**config.mk**
```make
export PLATFORM = sky130hd
export DESIGN_NAME = bit_serializer
export DESIGN_NICKNAME = d
export VERILOG_FILES = /design/src/rtl/bit_serializer.sv
export SDC_FILE = /design/constraint.sdc
export NUM_CORES = 1
export LEC_CHECK = 0
export ABC_AREA = 1
export BUFFER_PORTS_ARGS = -buffer_cell sky130_fd_sc_hd__buf_2
export CAP_MARGIN = 40
export CORE_MARGIN = 2
export CORE_UTILIZATION = 45
export DETAILED_ROUTE_END_ITERATION = 10
export SYNTH_ARGS = -nofsm -noshare
export SYNTH_HDL_FRONTEND = slang
export SYNTH_SLANG_ARGS = --single-unit
```
**constraint.sdc**
```tcl
create_clock -name clk -period 1.56 [get_ports clk]
set_clock_uncertainty 0.05 [all_clocks]
set_input_delay 0.312 -clock clk [delete_from_list [all_inputs] [get_ports clk]]
set_output_delay 0.312 -clock clk [all_outputs]
set_load 0.005 [all_outputs]
```
**src/rtl/bit_serializer.sv**
```systemverilog
// Parallel-to-serial front end for the 1011 detector path.
// A one-word holding buffer lets back-to-back words stream without an idle bit.
module bit_serializer #(
  parameter int DATA_W    = 8,
  parameter bit LSB_FIRST = 1'b0,
  parameter bit IDLE_BIT  = 1'b0
) (
  input  logic              clk,
  input  logic              reset,
  input  logic [DATA_W-1:0] in_data,
  input  logic              in_valid,
  output logic              in_ready,
  output logic              ser_bit,
  output logic              ser_active,
  output logic              frame_start,
  output logic              busy
);

  localparam int CNT_W = $clog2(DATA_W);
  localparam logic [CNT_W-1:0] CNT_MAX = CNT_W'(DATA_W - 1);

  typedef enum logic {
    IDLE  = 1'b0,
    SHIFT = 1'b1
  } state_e;

  state_e            state_q;
  logic [DATA_W-1:0] sreg_q;
  logic [DATA_W-1:0] hbuf_q;
  logic [CNT_W-1:0]  cnt_q;
  logic              hvalid_q;
  logic              ser_bit_q;
  logic              ser_active_q;
  logic              frame_start_q;

  logic              accept;
  logic              last;
  logic              direct_load;
  logic              hbuf_load;
  logic              load;
  logic [DATA_W-1:0] word_d;
  logic              first_bit_d;
  logic [DATA_W-1:0] rest_d;
  logic              shift_bit_d;
  logic [DATA_W-1:0] shift_rest_d;

  assign in_ready    = !hvalid_q && !reset;
  assign accept      = in_valid && in_ready;
  assign last        = (state_q == SHIFT) && (cnt_q == '0);
  // hbuf can only be full when in_ready is low, so the two load sources never collide
  assign direct_load = accept && ((state_q == IDLE) || (last && !hvalid_q));
  assign hbuf_load   = last && hvalid_q;
  assign load        = direct_load || hbuf_load;
  assign word_d      = hbuf_load ? hbuf_q : in_data;

  assign first_bit_d  = LSB_FIRST ? word_d[0] : word_d[DATA_W-1];
  assign rest_d       = LSB_FIRST ? (word_d >> 1) : (word_d << 1);
  assign shift_bit_d  = LSB_FIRST ? sreg_q[0] : sreg_q[DATA_W-1];
  assign shift_rest_d = LSB_FIRST ? (sreg_q >> 1) : (sreg_q << 1);

  always_ff @(posedge clk) begin
    if (reset) begin
      state_q       <= IDLE;
      sreg_q        <= '0;
      hbuf_q        <= '0;
      cnt_q         <= '0;
      hvalid_q      <= 1'b0;
      ser_bit_q     <= IDLE_BIT;
      ser_active_q  <= 1'b0;
      frame_start_q <= 1'b0;
    end else begin
      if (load) begin
        state_q       <= SHIFT;
        ser_bit_q     <= first_bit_d;
        sreg_q        <= rest_d;
        cnt_q         <= CNT_MAX;
        frame_start_q <= 1'b1;
        ser_active_q  <= 1'b1;
      end else if (state_q == SHIFT) begin
        if (last) begin
          state_q       <= IDLE;
          ser_bit_q     <= IDLE_BIT;
          ser_active_q  <= 1'b0;
          frame_start_q <= 1'b0;
        end else begin
          ser_bit_q     <= shift_bit_d;
          sreg_q        <= shift_rest_d;
          cnt_q         <= cnt_q - 1'b1;
          frame_start_q <= 1'b0;
        end
      end

      if (hbuf_load) begin
        hvalid_q <= 1'b0;
      end else if (accept && !direct_load) begin
        hbuf_q   <= in_data;
        hvalid_q <= 1'b1;
      end
    end
  end

  assign ser_bit     = ser_bit_q;
  assign ser_active  = ser_active_q;
  assign frame_start = frame_start_q;
  assign busy        = (state_q == SHIFT) || hvalid_q;

endmodule

```
**Word-level counts from Yosys, hierarchy flattened**

Cells that the tools add are included.

- Latch bits: 0
- RAM bits: 0
- Input port bits: 11
- Memories kept: 0
- Output and inout port bits: 5
- Logic and storage cells: 50
- Register bits: 23
- Bits in read-only memories: 0

- $mul: 0
- Bitwise logic cells: 2
- Equality and inequality tests: 1
- Divide/modulo/power cells: 0
- Shift-type cells: 0
- Reduce and logical (&&, ||, !) cells: 20
- Order comparisons: 0
- Mux-type cells: 18
- $add $sub $neg: 1

Operator list:

| operator | count |
|---|---|
| two-way mux 8 bit | 4 |
| two-way mux 1 bit | 11 |
| two-way mux 3 bit | 3 |
| logical AND 1 bit | 7 |
| AND reduction 2 bit | 3 |
| nonzero test 2 bit | 2 |
| logical NOT 1 bit | 3 |
| logical NOT 3 bit | 1 |
| logical OR 1 bit | 3 |
| subtractor 3 x 1 -> 3 bit, second input constant | 1 |
| inequality test 2 x 1 -> 1 bit, second input constant | 1 |
| NOT 1 bit | 2 |
| OR reduction 2 bit | 1 |

**Logic depth before layout (Yosys ltp)**

Gate-level depths: netlist (run 1).

- Depth in word-level cells: 8
- Mapped depth: 9
- Depth with buffers taken out: 9

**Least setup slack after synthesis (run 1)**

OpenSTA, ideal clock, no wires.

- Path kind: register to register
- Start: register cnt_q[0]
- End: register cnt_q[2]
- Buffers on the path: 1
- Library setup time: 0.114 ns
- Slack: 0.199 ns
- Stages on the path, launching flop included: 10
- Data required time: 1.396 ns
- Arrival time: 1.197 ns
- Path through: dfxtp_1 inv_1 ha_1 nand2_2 nand2_4 nand2_2 buf_6 o21ai_0 nor2_1 nor2_1

- Cells in the longest elaborated chain, start to end: 8

Ends and longest elaborated chain:

| item | RTL line | RTL |
|---|---|---|
| start: declaration | 30 | `logic [CNT_W-1:0] cnt_q;` |
| start signal: assignment | 88 | `cnt_q <= cnt_q - 1'b1;` |
| parallel branches: the longest is 8 deep, another holds subtractor 3 x 1 -> 3 bit | -- |  |

Parallel ways; which one is timed is not known. The select of a mux whose other input is x is not followed.
A chain may end at the register's enable or synchronous reset.

**Final worst setup path (run 1)**

- Start: register cnt_q[0]
- End: register sreg_q[6]

- Cells in the longest elaborated chain, start to end: 8

Ends and longest elaborated chain:

| item | RTL line | RTL |
|---|---|---|
| logical NOT 3 bit (*) | 49 | `assign last = (state_q == SHIFT) && (cnt_q == '0);` |
| logical AND 1 bit (*) | 49 |  |
| logical AND 1 bit | 51 | `assign direct_load = accept && ((state_q == IDLE) \|\| (last && !hvalid_q));` |
| logical OR 1 bit | 51 |  |
| logical AND 1 bit | 51 |  |
| logical OR 1 bit | 53 | `assign load = direct_load \|\| hbuf_load;` |
| inequality test 2 x 1 -> 1 bit (no line) / nonzero test 2 bit (equally long branches) | -- |  |
| AND reduction 2 bit (no line) | -- |  |
| end signal: assignment | 75 | `sreg_q <= rest_d;` |
| end signal: assignment | 87 | `sreg_q <= shift_rest_d;` |
| end: declaration | 28 | `logic [DATA_W-1:0] sreg_q;` |

Mark *: on every way between the ends. The rest lies on a longest branch, timed or not.

==> results by group, run 1 <==
Timing
  – Final setup violation count: 0
  – TNS Setup: 0 ns
  – Final Critical Period: 1.47 ns
  – Highest clock rate: 0.678 GHz
  – Slew margin rel.: 0.787
  – Tightest Pin Transition: 0.319 ns
  – Slew Viols, Final: 0
  – Crit share post-route: 0.945
  – Hold_ws: 0.187 ns
  – Setup ws final: 0.0859 ns
  – Fin. Hold Viols: 0

Setup path
  – Crit path DAT: 1.65 ns
  – Critical path capture point type: register
  – CP startpoint: cnt_q[0]$_SDFFE_PP0P_
  – Reg2reg setup slack: 0.09 ns
  – FF-to-FF path depth: 9
  – Worst path required time: 1.74 ns
  – CP Launch Type: register
  – Largest fanout on the critical path: 4
  – FF-to-FF End: sreg_q[6]$_SDFFE_PP0P_
  – CP Class: reg -> reg
  – RR Startpoint: cnt_q[0]$_SDFFE_PP0P_

Synth
  – Post-Synth Simple-Gate Area: 0.335
  – Combinational family with the most area after synthesis: simple AND/OR/NAND/NOR gates
  – Synth top area share: 0.391
  – Top post-synthesis cells by area: dfxtp_1, nand2_1, inv_1
  – Xor and xnor fraction of the mapped netlist area: 0.00745
  – Mapped Nets: 183
  – Most frequent cell after synthesis: nand2_1
  – Synthesized instance count: 170
  – Synth area leader: dfxtp_1
  – Ys async rst share: 0
  – Mux cell area share after synthesis: 0
  – Most frequent cells after synthesis: nand2_1, inv_1, dfxtp_1
  – Unique cell type count in the Yosys netlist: 21
  – Post-synth EDFFs: 0
  – Syn. warnings: 0
  – Post-synthesis adder-cell area fraction: 0.0213
  – Syn_area_per_cell: 6.92 µm²
  – Cell area after synthesis: 0.00118 mm²
  – Compound-cell area share of the yosys netlist: 0.117
  – Seq/Total Area, Yosys: 0.391
  – Synthesis-stage register bit count: 23
  – Prevailing post-synth register cell: dfxtp_1

Die
  – Core area: 0.00248 mm²
  – Die height: 55.1 µm
  – Initial Utilization: 0.475
  – # rows: 18
  – Die width: 55.1 µm
  – I/O pins: 16
  – Total die area: 0.00304 mm²

Clocking
  – Clock Sinks: 23
  – Clk buf depth: 2
  – CTS Buf Count: 3
  – CTS clk-pin slew, worst paths: 0.13 ns
  – Worst-Skew Late Latency: 0.31 ns
  – CTS tree: yes
  – H-tree depth: 1
  – Clock root buffer: clkbuf_4

Power and ir drop
  – Combinational power share: 0.196
  – Net switching power: 331 µW
  – PwrDens: 828 mW/mm²
  – Peak supply drop: 0.534 mV
  – Sw frac: 0.291
  – Clock network power share: 0.243
  – P_leak: 0.000712 µW
  – Sequential share of power: 0.561
  – Internal power: 806 µW

Place
  – Placed Instances: 216
  – Dpl hpwl: 1870 µm
  – IO buf count: 15
  – Final Wtd Congestion: 0.753
  – Place WS: 0.0579 ns

Global routing
  – First-pass GRT wire length: 4190 µm
  – Largest net degree at the start of global routing: 14
  – Vias in the first global route: 1018
  – GRT Total Usage: 0.201
  – Initial antenna violation count: 0
  – GR Overflow Total: 0

Drt
  – WL final: 2510 µm
  – Via Count: 1079
  – DRT Pass-1 Iters: 4
  – Via density: 4.86
  – Drt drc: 0
  – Routed WL per cell: 11.3 µm
  – Initial DRC count: 21
  – DRT antenna net count: 0

Flow run
  – Max_cap viols: 0

Final layout
  – Non-filler cells, final: 222
  – Nets@finish: 206
  – Layout cells sized above 1: 0.219
  – Synthesis-to-layout area growth: 16.8%
  – Antenna cell count: 0

Worst hold path
  – Hold WC Path Type: in -> reg
  – Worst Hold Depth: 3
  – HP Start: in_data[0]
  – WHS Endpoint: hbuf_q[0]$_SDFFE_PP0P_

Outcome
  – Status: completed
[kinds of logic (layout without fill, tap and decap cells)]
kind of cell               Yosys count  count (layout)
AOI/OAI and AO/OA                   23              23
xor gates and xnor gates             1               1
adders and majority gates            2               2
buffers and inverters               34              55
DFF                                 23              23
and+or+nand+nor                     87              88
[stage by stage]
step / util / instance area (µm²) / power [µW]
floorplan: - / 1180 / 794
global placement: 0.525 / 1300 / 848
detailed placement: 0.525 / 1300 / 854
CTS: 0.536 / 1330 / 1130
global route: 0.555 / 1370 / 1220
finish: 0.555 / 1370 / 1140
[flip-flops by register name (all words and copies together), names as in the netlist]
register	cells
cnt_q	3
frame_start	1
hbuf_q	8
hvalid_q	1
ser_active	1
ser_bit	1
sreg_q	7
state_q	1
[repair_timing]
action                     4_1_cts  5_1_grt
setup buffers                    0        1
resized for setup                0        8
setup endpoints to repair        0       15
hold buffers                     0        0
[power by group through the flow]
stage               combinational, µW  clock [µW]  sequential [µW]
floorplan                         144           0              649
CTS                               203         288              638
finish                            222         277              638
detailed placement                203           0              651
global route                      256         316              644
global placement                  198           0              650
[placed cells by master (no fill, tap or decap)]
| master | netlist | routed |
|---|---|---|
| a211oi_1 | 1 | 1 |
| nand2_1 | 58 | 57 |
| ha_4 | 0 | 1 |
| buf_2 | 0 | 15 |
| a21oi_1 | 8 | 8 |
| a21oi_4 | 1 | 1 |
| o21ai_1 | 2 | 2 |
| clkinv_2 | 0 | 1 |
| dfxtp_1 | 23 | 22 |
| nand3_1 | 8 | 8 |
| dfxtp_2 | 0 | 1 |
| o211ai_1 | 2 | 2 |
| nor2_2 | 1 | 1 |
| nand2_4 | 3 | 5 |
| a21oi_2 | 1 | 1 |
| ha_1 | 2 | 1 |
| xnor2_1 | 1 | 1 |
| nand4_1 | 1 | 1 |
| nor2_1 | 10 | 10 |
| inv_1 | 30 | 29 |
| o21ai_0 | 8 | 8 |
| nand2_2 | 3 | 2 |
| nor2_4 | 3 | 4 |
| buf_4 | 0 | 5 |
| buf_12 | 0 | 1 |
| clkbuf_4 | 0 | 3 |
| inv_2 | 0 | 1 |
[how the worst max path moves through the flow]
stage / slack (ns) / end
finish: 0.09 / sreg_q[6]$_SDFFE_PP0P_
global route: -0.008 / hbuf_q[3]$_SDFFE_PP0P_
CTS: 0.02 / sreg_q[3]$_SDFFE_PP0P_
detailed placement: 0.06 / sreg_q[3]$_SDFFE_PP0P_
global placement: 0.1 / sreg_q[4]$_SDFFE_PP0P_
floorplan: 0.20 / cnt_q[2]$_SDFFE_PP0P_
[routing by layer]
layer / part of all wire / routed length [µm] / GRT usage / vias up
li1: - / - / - / 563
met1: 0.43 / 1080 / 0.215 / 491
met2: 0.52 / 1300 / 0.383 / 20
met3: 0.035 / 89 / 0.0242 / 5
met4: 0.019 / 49 / 0.0976 / 0
met5: 0 / 0 / 0 / -
[layout make-up]
type | instances | area (µm²)
Clock buffer | 3 | 22.5
Inverter | 30 | 113
Fill cell | 251 | 1100
Clock inverter | 1 | 5.00
Tap cell | 30 | 37.5
Sequential cell | 23 | 462
Multi-Input combinational cell | 114 | 602
Timing Repair Buffer | 21 | 133
[critical path, stage by stage, from the launching register on]
cell     delay (ns)
dfxtp_2        0.35
inv_1          0.11
ha_4           0.17
nand2_4        0.08
nor2_2         0.30
nand2_1        0.08
nand2_1        0.08
nand2_1        0.05
nand3_1        0.07
nand2_1        0.05
Power figures use the tool's default switching activity.
==> run 2, diff against run 1 <==
- PLACE_DENSITY: default -> 0.64
==> results by group, run 2 (synthesis results as in run 1) <==
Final layout
  – Most common cell after layout, fill and taps aside: nand2_1
  – Nets@finish: 204
  – Post-route design area: 0.00136 mm²
  – Largest Register: hbuf_q
  – Commonest non-fill, non-tap cells in the layout: nand2_1, inv_1, dfxtp_1
  – Synthesis-to-layout area growth: 15.5%
  – Largest register FFs: 8
  – Non-filler cells, final: 220
  – Fillcell total: 265
  – Regs by FF count: hbuf_q x8, sreg_q x7, cnt_q x3
  – Layout cells sized above 1: 0.205
  – Antenna cell count: 0

Power and ir drop
  – PwrDens: 832 mW/mm²
  – P_leak: 0.000693 µW
  – Peak supply drop: 0.510 mV

Timing
  – Tightest Pin Transition: 0.306 ns
  – Fin. Hold Viols: 0
  – Slew Viols, Final: 0
  – Highest clock rate: 0.666 GHz
  – TNS Setup: 0 ns
  – Final Critical Period: 1.50 ns
  – Final setup violation count: 0
  – Slew margin rel.: 0.796
  – Crit share post-route: 0.962

Drt
  – Routed WL per cell: 11.2 µm
  – DRT Pass-1 Iters: 4
  – Met2 wire length: 1310 µm
  – Uppermost layer routed: met4
  – Met3 wire len: 71 µm
  – Via density: 4.73
  – DRT antenna net count: 0
  – Initial DRC count: 13
  – Drt drc: 0
  – WL final: 2470 µm
  – Via Count: 1041
  – Wl on met1: 1080 µm

Global routing
  – GRT Total Usage: 0.184
  – First-pass GRT wire length: 3970 µm
  – Initial antenna violation count: 0
  – Largest net degree at the start of global routing: 14
  – GR Overflow Total: 0
  – Vias in the first global route: 958

Setup path
  – Cell family with most CP delay: simple AND/OR/NAND/NOR gates
  – CP Depth: 8
  – Slowest CP cell: dfxtp_2
  – WP buf/inv: 1
  – Worst path required time: 1.77 ns
  – Crit path DAT: 1.71 ns
  – Top cell by count, worst path: nand2_1
  – Largest fanout on the critical path: 7
  – CP Class: reg -> reg
  – Crit path cell chain: inv_1 > ha_2 > nand3_1 > nand2_1 > nand2_1 > nor2_4 > nand2_1 > nand2_1
  – CP Launch Type: register
  – FF-to-FF path depth: 8
  – Critical path capture point type: register
  – Critical path's largest stage delay: 0.35 ns

Place
  – IO buf count: 15
  – Final Wtd Congestion: 0.782
  – Dpl hpwl: 1760 µm
  – Area post-placement: 0.00128 mm²
  – Placed Instances: 213

Outcome
  – Status: completed

Die
  – Core area: 0.00248 mm²
  – I/O pins: 16
  – Initial Utilization: 0.475
  – Die width: 55.1 µm
  – Die height: 55.1 µm
  – Total die area: 0.00304 mm²
  – # rows: 18

Clocking
  – Clock root buffer: clkbuf_4
  – CTS Buf Count: 3
  – Clock Sinks: 23
  – Worst-Skew Late Latency: 0.30 ns
  – H-tree depth: 1
  – Clk buf depth: 2
  – CTS clk-pin slew, worst paths: 0.12 ns
  – CTS Hold Bufs: 0
  – CTS tree: yes

Flow run
  – Max_cap viols: 0

Worst hold path
  – Worst Hold Depth: 3
  – Hold WC Path Type: in -> reg
run 2: cell count changes in the layout (fill, tap and decap cells not counted):
| cell | previous run | this run |
|---|---|---|
| buf_4 | 5 | 3 |
| clkbuf_1 | 0 | 1 |
| clkinv_2 | 1 | 0 |
| clkinvlp_4 | 0 | 1 |
| dfxtp_1 | 22 | 21 |
| dfxtp_2 | 1 | 2 |
| ha_2 | 0 | 1 |
| ha_4 | 1 | 0 |
| inv_2 | 1 | 0 |
| nand2_1 | 57 | 58 |
| nand2_2 | 2 | 1 |
| nand2_4 | 5 | 4 |
| nand2_8 | 0 | 1 |
run 2: final timing paths:
kind	slack [ns]	start	end
hold / removal	0.20	in_data[0]	hbuf_q[0]$_SDFFE_PP0P_
hold reg to reg	0.41	sreg_q[7]$_SDFFE_PP0P_	sreg_q[7]$_SDFFE_PP0P_
setup reg to reg	0.06	cnt_q[0]$_SDFFE_PP0P_	sreg_q[4]$_SDFFE_PP0P_
setup / recovery	0.06	cnt_q[0]$_SDFFE_PP0P_	sreg_q[4]$_SDFFE_PP0P_
run 2: stage by stage:
step / utilization / hold slack [ns] / setup slack [ns] / power [µW]
6_report: 0.548 / 0.200 / 0.0595 / 1130
2_1_floorplan: - / 0.376 / 0.199 / 794
4_1_cts: 0.529 / 0.196 / 0.0324 / 1120
3_3_place_gp: 0.516 / 0.389 / 0.0621 / 840
5_1_grt: 0.548 / 0.211 / -0.0183 / 1200
3_5_place_dp: 0.516 / 0.393 / 0.0000808 / 845
run 2: layout make-up:
type                    instances  area, µm²  area share
multi-input cells             114        598       0.440
flip-flops and latches         23        463       0.341
repair buffers                 19        118      0.0866
inverters                      30        116      0.0856
well taps                      30       37.5      0.0276
clock buffers                   4       26.3      0.0193
run 2: where the power goes:
| group | total (µW) | internal [µW] | switching [µW] |
|---|---|---|---|
| Sequential | 640 | 620 | 20.2 |
| Clock | 271 | 99.6 | 172 |
| Combinational | 218 | 83.8 | 135 |
| Total | 1130 | 804 | 326 |
run 2: worst reg2reg max path, delay by kind of cell, from the launching register on:
family	cells	cell delay (ns)
simple gates	6	0.75
fa+ha+maj	1	0.22
flops	1	0.35
buf+inv	1	0.08
run 2: per-layer routing:
layer | vias up | GRT usage
li1 | 556 | -
met1 | 468 | 0.206
met2 | 15 | 0.353
met3 | 2 | 0.0242
met4 | 0 | 0.0610
met5 | - | 0
run 2: timing repair:
action                     CTS  global route
resized for setup            1             7
gates cloned                 0             1
pin swaps                    0             5
buffers inserted             0             2
setup endpoints to repair    6            18
